===== src/rtl/countdown_timer_if.sv =====
// rtl/countdown_timer_if.sv - command and status bundle for the countdown timer
interface countdown_timer_if;
   logic       start;
   logic       pause;
   logic       stop;
   logic       load;
   logic [3:0] ld_min_l;
   logic [3:0] ld_min_r;
   logic [3:0] ld_sec_l;
   logic [3:0] ld_sec_r;
   logic [3:0] min_l;
   logic [3:0] min_r;
   logic [3:0] sec_l;
   logic [3:0] sec_r;
   logic       busy;
   logic       done;
   logic       alarm;

   modport master (
      output start, pause, stop, load,
      output ld_min_l, ld_min_r, ld_sec_l, ld_sec_r,
      input  min_l, min_r, sec_l, sec_r,
      input  busy, done, alarm
   );

   modport slave (
      input  start, pause, stop, load,
      input  ld_min_l, ld_min_r, ld_sec_l, ld_sec_r,
      output min_l, min_r, sec_l, sec_r,
      output busy, done, alarm
   );
endinterface


===== src/rtl/countdown_timer.sv =====
// rtl/countdown_timer.sv - MM:SS BCD countdown timer with run/pause/stop control and expiry alarm
// Build option ALARM_BLINK_EN: alarm blinks at 2 Hz in EXPIRED instead of holding high.
module countdown_timer #(
   parameter int CLK_HZ = 100000000
) (
   input  logic             clk,
   input  logic             rst,
   countdown_timer_if.slave bus
);
   localparam int PW = $clog2(CLK_HZ);
   localparam logic [PW-1:0] PRESC_MAX = PW'(CLK_HZ - 1);

   typedef enum logic [1:0] {IDLE, RUN, PAUSE, EXPIRED} state_t;

   state_t        state_q, state_d;
   logic [3:0]    min_l_q, min_l_d, min_r_q, min_r_d;
   logic [3:0]    sec_l_q, sec_l_d, sec_r_q, sec_r_d;
   logic [PW-1:0] presc_q, presc_d;
   logic          done_q, done_d;

   logic [3:0] sat_min_l, sat_min_r, sat_sec_l, sat_sec_r;
   logic [3:0] dec_min_l, dec_min_r, dec_sec_l, dec_sec_r;
   logic       preset_zero, cur_zero, dec_zero;

   // Presets clamp to the largest legal BCD digit for their position.
   always_comb begin
      sat_min_l   = (bus.ld_min_l > 4'd9) ? 4'd9 : bus.ld_min_l;
      sat_min_r   = (bus.ld_min_r > 4'd9) ? 4'd9 : bus.ld_min_r;
      sat_sec_l   = (bus.ld_sec_l > 4'd5) ? 4'd5 : bus.ld_sec_l;
      sat_sec_r   = (bus.ld_sec_r > 4'd9) ? 4'd9 : bus.ld_sec_r;
      preset_zero = ({sat_min_l, sat_min_r, sat_sec_l, sat_sec_r} == 16'h0000);
      cur_zero    = ({min_l_q, min_r_q, sec_l_q, sec_r_q} == 16'h0000);
   end

   always_comb begin
      dec_sec_r = sec_r_q - 4'd1;
      dec_sec_l = sec_l_q;
      dec_min_r = min_r_q;
      dec_min_l = min_l_q;
      if (sec_r_q == 4'd0) begin
         dec_sec_r = 4'd9;
         dec_sec_l = sec_l_q - 4'd1;
         if (sec_l_q == 4'd0) begin
            dec_sec_l = 4'd5;
            dec_min_r = min_r_q - 4'd1;
            if (min_r_q == 4'd0) begin
               dec_min_r = 4'd9;
               dec_min_l = min_l_q - 4'd1;
            end
         end
      end
      dec_zero = ({dec_min_l, dec_min_r, dec_sec_l, dec_sec_r} == 16'h0000);
   end

   always_comb begin
      state_d = state_q;
      min_l_d = min_l_q;
      min_r_d = min_r_q;
      sec_l_d = sec_l_q;
      sec_r_d = sec_r_q;
      presc_d = presc_q;
      done_d  = 1'b0;
      case (state_q)
         IDLE: begin
            if (!bus.stop) begin
               if (bus.load) begin
                  min_l_d = sat_min_l;
                  min_r_d = sat_min_r;
                  sec_l_d = sat_sec_l;
                  sec_r_d = sat_sec_r;
               end
               // A same-cycle load means start must judge the freshly loaded value.
               if (bus.start && (bus.load ? !preset_zero : !cur_zero)) begin
                  state_d = RUN;
                  presc_d = '0;
               end
            end
         end
         RUN: begin
            if (bus.stop) begin
               state_d = IDLE;
               presc_d = '0;
            end else if (bus.pause) begin
               state_d = PAUSE;
            end else if (presc_q == PRESC_MAX) begin
               presc_d = '0;
               min_l_d = dec_min_l;
               min_r_d = dec_min_r;
               sec_l_d = dec_sec_l;
               sec_r_d = dec_sec_r;
               if (dec_zero) begin
                  state_d = EXPIRED;
                  done_d  = 1'b1;
               end
            end else begin
               presc_d = presc_q + 1'b1;
            end
         end
         PAUSE: begin
            if (bus.stop) begin
               state_d = IDLE;
               presc_d = '0;
            end else if (bus.start) begin
               state_d = RUN;
            end
         end
         EXPIRED: begin
            if (bus.stop || bus.start) begin
               state_d = IDLE;
            end else if (bus.load) begin
               state_d = IDLE;
               min_l_d = sat_min_l;
               min_r_d = sat_min_r;
               sec_l_d = sat_sec_l;
               sec_r_d = sat_sec_r;
            end
         end
         default: state_d = IDLE;
      endcase
   end

   always_ff @(posedge clk or negedge rst) begin
      if (!rst) begin
         state_q <= IDLE;
         min_l_q <= 4'd0;
         min_r_q <= 4'd0;
         sec_l_q <= 4'd0;
         sec_r_q <= 4'd0;
         presc_q <= '0;
         done_q  <= 1'b0;
      end else begin
         state_q <= state_d;
         min_l_q <= min_l_d;
         min_r_q <= min_r_d;
         sec_l_q <= sec_l_d;
         sec_r_q <= sec_r_d;
         presc_q <= presc_d;
         done_q  <= done_d;
      end
   end

`ifdef ALARM_BLINK_EN
   localparam logic [PW-1:0] BLINK_MAX = PW'(CLK_HZ / 4 - 1);

   logic [PW-1:0] blink_q, blink_d;
   logic          alarm_q, alarm_d;

   // Entering EXPIRED restarts the blink phase with the alarm lit.
   always_comb begin
      blink_d = '0;
      alarm_d = 1'b0;
      if (state_d == EXPIRED) begin
         if (state_q != EXPIRED) begin
            alarm_d = 1'b1;
         end else if (blink_q == BLINK_MAX) begin
            alarm_d = !alarm_q;
         end else begin
            blink_d = blink_q + 1'b1;
            alarm_d = alarm_q;
         end
      end
   end

   always_ff @(posedge clk or negedge rst) begin
      if (!rst) begin
         blink_q <= '0;
         alarm_q <= 1'b0;
      end else begin
         blink_q <= blink_d;
         alarm_q <= alarm_d;
      end
   end

   assign bus.alarm = alarm_q;
`else
   assign bus.alarm = (state_q == EXPIRED);
`endif

   assign bus.min_l = min_l_q;
   assign bus.min_r = min_r_q;
   assign bus.sec_l = sec_l_q;
   assign bus.sec_r = sec_r_q;
   assign bus.busy  = (state_q == RUN) || (state_q == PAUSE);
   assign bus.done  = done_q;
endmodule


===== src/flat_wrapper.sv =====
// flat-port wrapper written by rule: the top's interface ports become plain ports
module countdown_timer_flat 
#(
   parameter int CLK_HZ = 100000000
)
  (clk, rst, bus_start, bus_pause, bus_stop, bus_load, bus_ld_min_l, bus_ld_min_r, bus_ld_sec_l, bus_ld_sec_r, bus_min_l, bus_min_r, bus_sec_l, bus_sec_r, bus_busy, bus_done, bus_alarm);
  countdown_timer_if bus_i ();
  input  logic clk;
  input  logic rst;
  input wire logic [$bits(bus_i.start)-1:0] bus_start;
  input wire logic [$bits(bus_i.pause)-1:0] bus_pause;
  input wire logic [$bits(bus_i.stop)-1:0] bus_stop;
  input wire logic [$bits(bus_i.load)-1:0] bus_load;
  input wire logic [$bits(bus_i.ld_min_l)-1:0] bus_ld_min_l;
  input wire logic [$bits(bus_i.ld_min_r)-1:0] bus_ld_min_r;
  input wire logic [$bits(bus_i.ld_sec_l)-1:0] bus_ld_sec_l;
  input wire logic [$bits(bus_i.ld_sec_r)-1:0] bus_ld_sec_r;
  output wire logic [$bits(bus_i.min_l)-1:0] bus_min_l;
  output wire logic [$bits(bus_i.min_r)-1:0] bus_min_r;
  output wire logic [$bits(bus_i.sec_l)-1:0] bus_sec_l;
  output wire logic [$bits(bus_i.sec_r)-1:0] bus_sec_r;
  output wire logic [$bits(bus_i.busy)-1:0] bus_busy;
  output wire logic [$bits(bus_i.done)-1:0] bus_done;
  output wire logic [$bits(bus_i.alarm)-1:0] bus_alarm;
  assign bus_i.start = bus_start;
  assign bus_i.pause = bus_pause;
  assign bus_i.stop = bus_stop;
  assign bus_i.load = bus_load;
  assign bus_i.ld_min_l = bus_ld_min_l;
  assign bus_i.ld_min_r = bus_ld_min_r;
  assign bus_i.ld_sec_l = bus_ld_sec_l;
  assign bus_i.ld_sec_r = bus_ld_sec_r;
  assign bus_min_l = bus_i.min_l;
  assign bus_min_r = bus_i.min_r;
  assign bus_sec_l = bus_i.sec_l;
  assign bus_sec_r = bus_i.sec_r;
  assign bus_busy = bus_i.busy;
  assign bus_done = bus_i.done;
  assign bus_alarm = bus_i.alarm;
  countdown_timer #(.CLK_HZ(CLK_HZ)) u_core (.clk(clk), .rst(rst), .bus(bus_i));
endmodule

===== config.mk =====
export PLATFORM = sky130hd
export DESIGN_NAME = countdown_timer_flat
export DESIGN_NICKNAME = d
export VERILOG_FILES = /design/src/rtl/countdown_timer_if.sv /design/src/rtl/countdown_timer.sv /design/src/flat_wrapper.sv
export SDC_FILE = /design/constraint.sdc
export NUM_CORES = 1
export LEC_CHECK = 0
export BUFFER_PORTS_ARGS = -buffer_cell sky130_fd_sc_hd__buf_2
export CAP_MARGIN = 10
export CORE_ASPECT_RATIO = 1.4
export CORE_UTILIZATION = 55
export CTS_CLUSTER_SIZE = 20
export DETAILED_ROUTE_END_ITERATION = 6
export GPL_ROUTABILITY_DRIVEN = 0
export PLACE_DENSITY = 0.77
export SYNTH_ARGS = -nofsm -noshare
export SYNTH_HDL_FRONTEND = slang
export SYNTH_SLANG_ARGS = --single-unit

===== constraint.sdc =====
create_clock -name clk -period 4.4 [get_ports clk]
set_clock_uncertainty 0.15 [all_clocks]
set_input_delay 0.22 -clock clk [delete_from_list [all_inputs] [get_ports clk]]
set_output_delay 0.22 -clock clk [all_outputs]
set_load 0.05 [all_outputs]

==> summary.md, run 1 <==
| Metric | Value |
|---|---|
| Max Root-Sink Buffers | 2 |
| Crit path buffers/inverters | 1 |
| GRT Residual Overflow | 0 |
| Outcome | finished clean |
| Seq/Total Area, Yosys | 37.2% |
| Rel. slew slack | between 20 and 30% |
| Critical path's slowest cell | nand2b_1 |
| Buffer count from post-CTS setup fixing | 0 |
| R2R cell count | 8 |
| Htree depth | 2 |
| Syn. warnings | 0 |
| Vias | 3,179 |
| Final instance area | 3430 sq um |
| Final core utilization | 62.6% |
| Routed WL per cell | 17.1 microns |
| Synth-to-Final Area Change | 10.8% |
| Largest fanout on the critical path | 33 |
| HPWL Detailed | about 5700 microns |
| Worst path cell trace | inv_1 > ha_1 > nor4b_1 > nand3_1 > o41ai_1 > or4_4 > nand2b_1 > o21ai_0 |
| WHS | 0.0951 ns |
| Commonest cells after routing, fill and taps aside | 46 x dfrtp_1, 43 x o21ai_0, 40 x buf_2 |
| Post-Syn Area | 3100 sq um |
| Setup TNS | 0 ns |
| Clock share of power | around 17% |
| Final count of hold timing violations | 0 |
| First-pass GRT wire length | 13,600 microns |
| Most common cell after layout, fill and taps aside | dfrtp_1 |
| EDFF count, synth | 0 |
| RSZ-0062 raised after global routing | false |
| TritonRoute pass-1 iters | 5 |
| Clock Latency Late Sink | 0.31 ns |
| Sw power | between 0.0009 and 0.001 W |
| Final setup vio count | 0 |
| Setup Crit Path Kind | reg2reg |
| Nature of the critical path endpoint | register |
| Die Y | ~90 microns |
| Share of layout cells above drive strength 1 | 14.3% |
| Die area | 5940 sq um |
| Clk pin slew, worst setup/hold paths | ~0.10 ns |
| DP Area | 3310 sq um |
| Comb pwr share | 52.4% |
| Fmax | 0.310 GHz |
| P_int | 0.000978 W |
| Input/output buffers | 40 |
| Total CTS buffers | 5 |
| Hold path depth | 3 |
| Final-stage net count | 442 |
| Initial Utilization | between 50 and 60% |
| Largest net degree at the start of global routing | 47 |
| Root buffer cell | clkbuf_8 |
| Startpoint types | register |
| CP arrival | 3.23 ns |
| R2R Setup Slk | 1.17 ns |
| Initial antenna violation count | 0 |
| Syn nets | roughly 410 |
| Sink Count | 46 |
| Sw Share | 50.5% |
| Crit path max-delay family | simple AND/OR/NAND/NOR gates |
| Dpl ws | 1.20 ns |
| Post-synth cell types | between 50 and 60 |
| Maximum vdd drop | roughly 0.27 mV |
| Fill cells | 510 |
| Prevailing post-synth register cell | dfrtp_1 |
| CTS Hold Buffers Added | 1 |
| CTS tree | yes |
| Slew @ Worst Pin | approximately 1.1 ns |
| Final ANT Viol Nets | 0 |
| Worst Slack Setup Final | 1.17 ns |
| Pwr per Cell Area | 575 nW/um^2 |
| Vias in the first global route | 2,977 |
| Total Routing Usage GR | 28.9% |
| Synthesized area per cell | 8.17 sq um |
| Routed WL | 8230 microns |
| Chip Width | 65.4 microns |
| Yosys reg bits | 46 |
| I/O Pins | 41 |
| CP peak stage delay | 0.59 ns |
| Antenna Cells | 0 |
| Number of core rows | 32 |
| Share of power burned in registers | 30.9% |
| Hold WC Path Type | in2reg |
| Stages on worst setup path | 8 |
| LEAKAGE | 1.42 nW |
| Residual DRC | 0 |
| Via density | 6.61 |
| Post-synth ARST share | 100% |
| WP data required | between 4 and 5 ns |
| Max cap viols | 0 |
| Post-cts sizing count | 0 |
| Min Tclk post-route | 3.23 ns |
| Fin. max-slew vios | 0 |
| Core area | around 5500 sq um |
| DRT iter0 DRCs | about 300 |
| Cell count after synthesis | roughly 380 |
| Final worst path period share | 73.4% |
==> through the flow <==
stage                     cells  power [W]
after detailed placement    472    0.00164
after global routing        481    0.00210
after floorplan             379    0.00141
after CTS                   481    0.00197
final                       481    0.00197
after global placement      472    0.00161
==> worst register-to-register path, stage by stage (launching register included) <==
cell	delay [ns]
dfrtp_1	0.44
inv_1	0.13
ha_1	0.26
nor4b_1	0.28
nand3_1	0.12
o41ai_1	0.49
or4_4	0.41
nand2b_1	0.60
o21ai_0	0.21
==> routing by layer <==
metal / up-vias / global-route usage [%] / routed length, microns
met2: 143 / 49.8 / 4200
met4: 0 / 13.0 / 261
met5: - / 0 / 0
met1: 1517 / 34.7 / 3300
li1: 1497 / - / -
met3: 22 / 4.17 / 464
==> final timing paths <==
| path | startpoint | to |
|---|---|---|
| worst max-delay path | u_core.state_q[0]$_DFFE_PN0P_ | u_core.presc_q[25]$_DFFE_PN0P_ |
| worst min-delay path | bus_ld_sec_l[3] | u_core.bus.sec_l[0]$_DFFE_PN0P_ |
| worst max register to register | u_core.state_q[0]$_DFFE_PN0P_ | u_core.presc_q[25]$_DFFE_PN0P_ |
| worst min register to register | u_core.presc_q[15]$_DFFE_PN0P_ | u_core.presc_q[15]$_DFFE_PN0P_ |
| max in group asynchronous | rst | u_core.presc_q[25]$_DFFE_PN0P_ |
| min in group asynchronous | rst | u_core.bus.min_l[0]$_DFFE_PN0P_ |
==> power by group through the flow <==
| stage | clock network [W] | registers [W] | logic [W] |
|---|---|---|---|
| after floorplan | 0 | 0.000798 | 0.000613 |
| after global placement | 0 | 0.000607 | 0.00100 |
| after detailed placement | 0 | 0.000616 | 0.00102 |
| after CTS | 0.000337 | 0.000606 | 0.00103 |
| after global routing | 0.000356 | 0.000624 | 0.00112 |
| final | 0.000330 | 0.000610 | 0.00103 |
==> final cells by class <==
| type | instances | area (sq um) | share of cell area (%) |
|---|---|---|---|
| Inverter | 15 | 56.3 | 1.64 |
| Clock inverter | 3 | 43.8 | 1.28 |
| Tap cell | 68 | 85.1 | 2.48 |
| Sequential cell | 46 | 1150 | 33.5 |
| Timing Repair Buffer | 44 | 233 | 6.78 |
| Multi-Input combinational cell | 300 | 1790 | 52.3 |
| Clock buffer | 5 | 68.8 | 2.01 |
==> registers in the layout, indices dropped and copies added (netlist names) <==
register / flops
u_core.bus.min_l: 4
u_core.presc_q: 27
u_core.bus.sec_r: 4
u_core.bus.min_r: 4
u_core.bus.done: 1
u_core.state_q: 2
u_core.bus.sec_l: 4
==> cell families (layout without fill, tap and decap cells) <==
family / after synthesis / after routing / synth area share, %
simple gates: 170 / 170 / 29.3
fa+ha+maj: 8 / 8 / 3.23
buf+inv: 33 / 67 / 4.89
mux: 3 / 3 / 0.970
flops: 46 / 46 / 37.2
compound gates: 119 / 119 / 24.4
==> cell usage after synthesis, types with 2 or more instances <==
cell      count  area share (%)
nor3b_1       5             1.2
or3_1         5             1.0
nor2_1       35             4.2
nand4_1       8             1.6
a32oi_1       2            0.57
buf_6         2            0.73
a22o_1        2            0.57
o21a_1        3            0.73
buf_2         6            0.97
nand2_1      30             3.6
or4b_1        2            0.65
a221o_1       2            0.65
a31oi_1       3            0.61
o31ai_1      15             3.6
and3_1        9             1.8
nor3_1       23             3.7
dfrtp_1      46              37
o22ai_1       6             1.2
clkbuf_1      7            0.85
mux2i_1       3            0.97
inv_1        14             1.7
nand3_1      18             2.9
or4_4         2            0.73
nor4_1        8             1.6
a211oi_1      2            0.48
ha_1          8             3.2
nor4b_1       6             1.7
nand4b_1      2            0.57
o41ai_1       6             1.7
or4_1         4            0.97
o21ai_0      43             6.9
nand2b_1      8             1.6
a21o_1        4            0.97
a21oi_1      20             3.2
(Power assumes the default switching activity.)
==> inputs of run 2 (changes only) <==
CORE_UTILIZATION = 52   (was 55)
PLACE_DENSITY = 0.76   (was 0.77)
clock period = 2.65 ns   (was 4.4 ns; I/O delays follow)
==> summary.md, run 2 (same netlist as run 1, synthesis figures left out) <==
| Metric | Value |
|---|---|
| WP data required | 2.71 ns (-1.69 ns) |
| Htree depth | 2 (unchanged) |
| Via density | 6.43 (-2.7%) |
| Largest fanout on the critical path | 10 (-70%) |
| Startpoint types | register |
| Final-stage net count | 479 (+8.4%) |
| Vias in the first global route | 2,995 (+0.60%) |
| Sink Count | 46 (unchanged) |
| Vias | 3,330 (+4.7%) |
| DP Area | 3570 sq um (+8.0%) |
| WHS | 0.0139 ns (-0.0812 ns) |
| Final setup vio count | 0 (unchanged) |
| Die Y | 93.3 microns (+2.8%) |
| Routed WL | 9060 microns (+10%) |
| Outcome | finished clean |
| Pwr per Cell Area | 966 nW/um^2 (+68%) |
| Fmax | 0.387 GHz (+25%) |
| Core area | 5610 sq um (+2.2%) |
| Finished Layout Cells | 518 (+7.7%) |
| Crit path max-delay family | simple AND/OR/NAND/NOR gates |
| Slew @ Worst Pin | 0.660 ns (-0.418 ns) |
| Total CTS buffers | 5 (unchanged) |
| Share of layout cells above drive strength 1 | 24.7% (+10 points) |
| DRT iter0 DRCs | 291 (-4.3%) |
| Root buffer cell | clkbuf_8 |
| Final count of hold timing violations | 0 (unchanged) |
| Initial antenna violation count | 0 (unchanged) |
| Min Tclk post-route | 2.59 ns (-0.643 ns) |
| CTS tree | yes |
| Antenna Cells | 0 (unchanged) |
| Largest net degree at the start of global routing | 38 (-19%) |
| Final core utilization | 67.3% (+4.8 points) |
| Worst path cell trace | nand4_1 > nor4_1 > nand4_1 > buf_4 > a21oi_2 > buf_4 > nand2_1 > a22o_1 |
| Area of the multi-input gates | 1840 sq um (+2.8%) |
| Routed WL per cell | 17.5 microns (+2.2%) |
| Final worst path period share | 97.6% (+24 points) |
| Maximum vdd drop | 0.447 mV (+64%) |
| Clk pin slew, worst setup/hold paths | 0.10 ns (about the same) |
| Initial Utilization | 55.2% (-1.2 points) |
| Number of core rows | 32 (unchanged) |
| CP arrival | 2.65 ns (-0.58 ns) |
| Die area | 6270 sq um (+5.6%) |
| Synth-to-Final Area Change | 21.9% |
| GRT Residual Overflow | 0 (unchanged) |
| Rel. slew slack | 56.0% (+28 points) |
| TritonRoute pass-1 iters | 5 (unchanged) |
| First-pass GRT wire length | 13,900 microns (+2.5%) |
| Clock Latency Late Sink | 0.31 ns (about the same) |
| Input/output buffers | 40 (unchanged) |
| I/O Pins | 41 (unchanged) |
| CP peak stage delay | 0.57 ns (-0.02 ns) |
| Fin. max-slew vios | 0 (unchanged) |
| Largest Register | u_core.presc_q |
| HPWL Detailed | 6450 microns (+13%) |
| Crit path buffers/inverters | 2 (+1) |
| Post-Place Cells | 506 (+7.2%) |
| Nature of the critical path endpoint | register |
| Largest register FFs | 27 (unchanged) |
| Setup Crit Path Kind | reg2reg |
| Fill cells | 478 (-6.3%) |
| Chip Width | 67.2 microns (+2.8%) |
| Residual DRC | 0 (unchanged) |
| Storage cell area | 1160 sq um (+0.76%) |
| Max Root-Sink Buffers | 2 (unchanged) |
| Final instance area | 3770 sq um (+10%) |
| Max cap viols | 0 (unchanged) |
| Commonest cells after routing, fill and taps aside | 42 x o21ai_0, 40 x buf_2, 39 x dfrtp_1 |
| LEAKAGE | 1.60 nW (+13%) |
| Final ANT Viol Nets | 0 (unchanged) |
| Hold WC Path Type | in2reg |
| Critical path's slowest cell | nor4_1 |
| Most common cell after layout, fill and taps aside | o21ai_0 |
| Total Routing Usage GR | 29.0% (+0.075 points) |
[run 2: cell types whose count changed in the layout (fill, tap and decap cells not counted), moves of 2 or more]
cell,previous run,this run
nor4b_1,6,4
nor4b_2,0,2
buf_4,3,38
dfrtp_1,46,39
dfrtp_2,0,7
[run 2: cell type report]
| cell class | count | area share, % |
|---|---|---|
| Inverter | 15 | 1.49 |
| Tap cell | 68 | 2.25 |
| Multi-Input combinational cell | 300 | 48.9 |
| Timing Repair Buffer | 81 | 13.6 |
| Clock inverter | 3 | 1.29 |
| Clock buffer | 5 | 1.82 |
| Sequential cell | 46 | 30.7 |
[run 2: path summary, 6_finish.rpt]
path | startpoint | to | slack, ns | cells after the start
hold / removal | bus_ld_min_l[2] | u_core.bus.min_l[2]$_DFFE_PN0P_ | 0.01 | 3
setup reg to reg | u_core.presc_q[14]$_DFFE_PN0P_ | u_core.bus.sec_l[1]$_DFFE_PN0P_ | 0.06 | 8
max in group asynchronous | rst | u_core.presc_q[0]$_DFFE_PN0P_ | 1.42 | 3
hold reg to reg | u_core.presc_q[26]$_DFFE_PN0P_ | u_core.presc_q[26]$_DFFE_PN0P_ | 0.36 | 1
min in group asynchronous | rst | u_core.bus.min_l[1]$_DFFE_PN0P_ | 0.22 | 2
setup / recovery | u_core.presc_q[14]$_DFFE_PN0P_ | u_core.bus.sec_l[1]$_DFFE_PN0P_ | 0.06 | 8
[run 2: worst register-to-register path, stage by stage, from the launching register on]
cell     delay [ns]
dfrtp_1        0.44
nand4_1        0.24
nor4_1         0.57
nand4_1        0.28
buf_4          0.23
a21oi_2        0.11
buf_4          0.20
nand2_1        0.09
a22o_1         0.19
[run 2: timing repair]
item                                    CTS  global route
gates resized for setup                   1            11
hold endpoints to repair                 27             0
endpoints found under the setup margin    8            35
pin swaps                                 0             2
buffers inserted                          0             3
hold buffers                              1             0
[run 2: per-stage QoR]
step	power, W	setup WS (ns)	setup TNS, ns
after CTS	0.00353	0.0444	0
after global routing	0.00384	-0.0190	-0.0468
after global placement	0.00291	0.107	0
after detailed placement	0.00295	0.000417	0
final	0.00365	0.0641	0
after floorplan	0.00235	0.0219	0
[run 2: metal layers]
layer  wire length [microns]  vias to the layer above  track usage, %
met2                    4810                      159            53.7
met4                     207                        0            9.75
met5                       0                        -               0
met1                    3520                     1571            33.3
li1                        -                     1575               -
met3                     526                       25            3.29
[run 2: power breakdown]
part	internal [W]	switching, W
clock	0.000288	0.000274
combinational	0.000764	0.00138
sequential	0.000835	0.000108
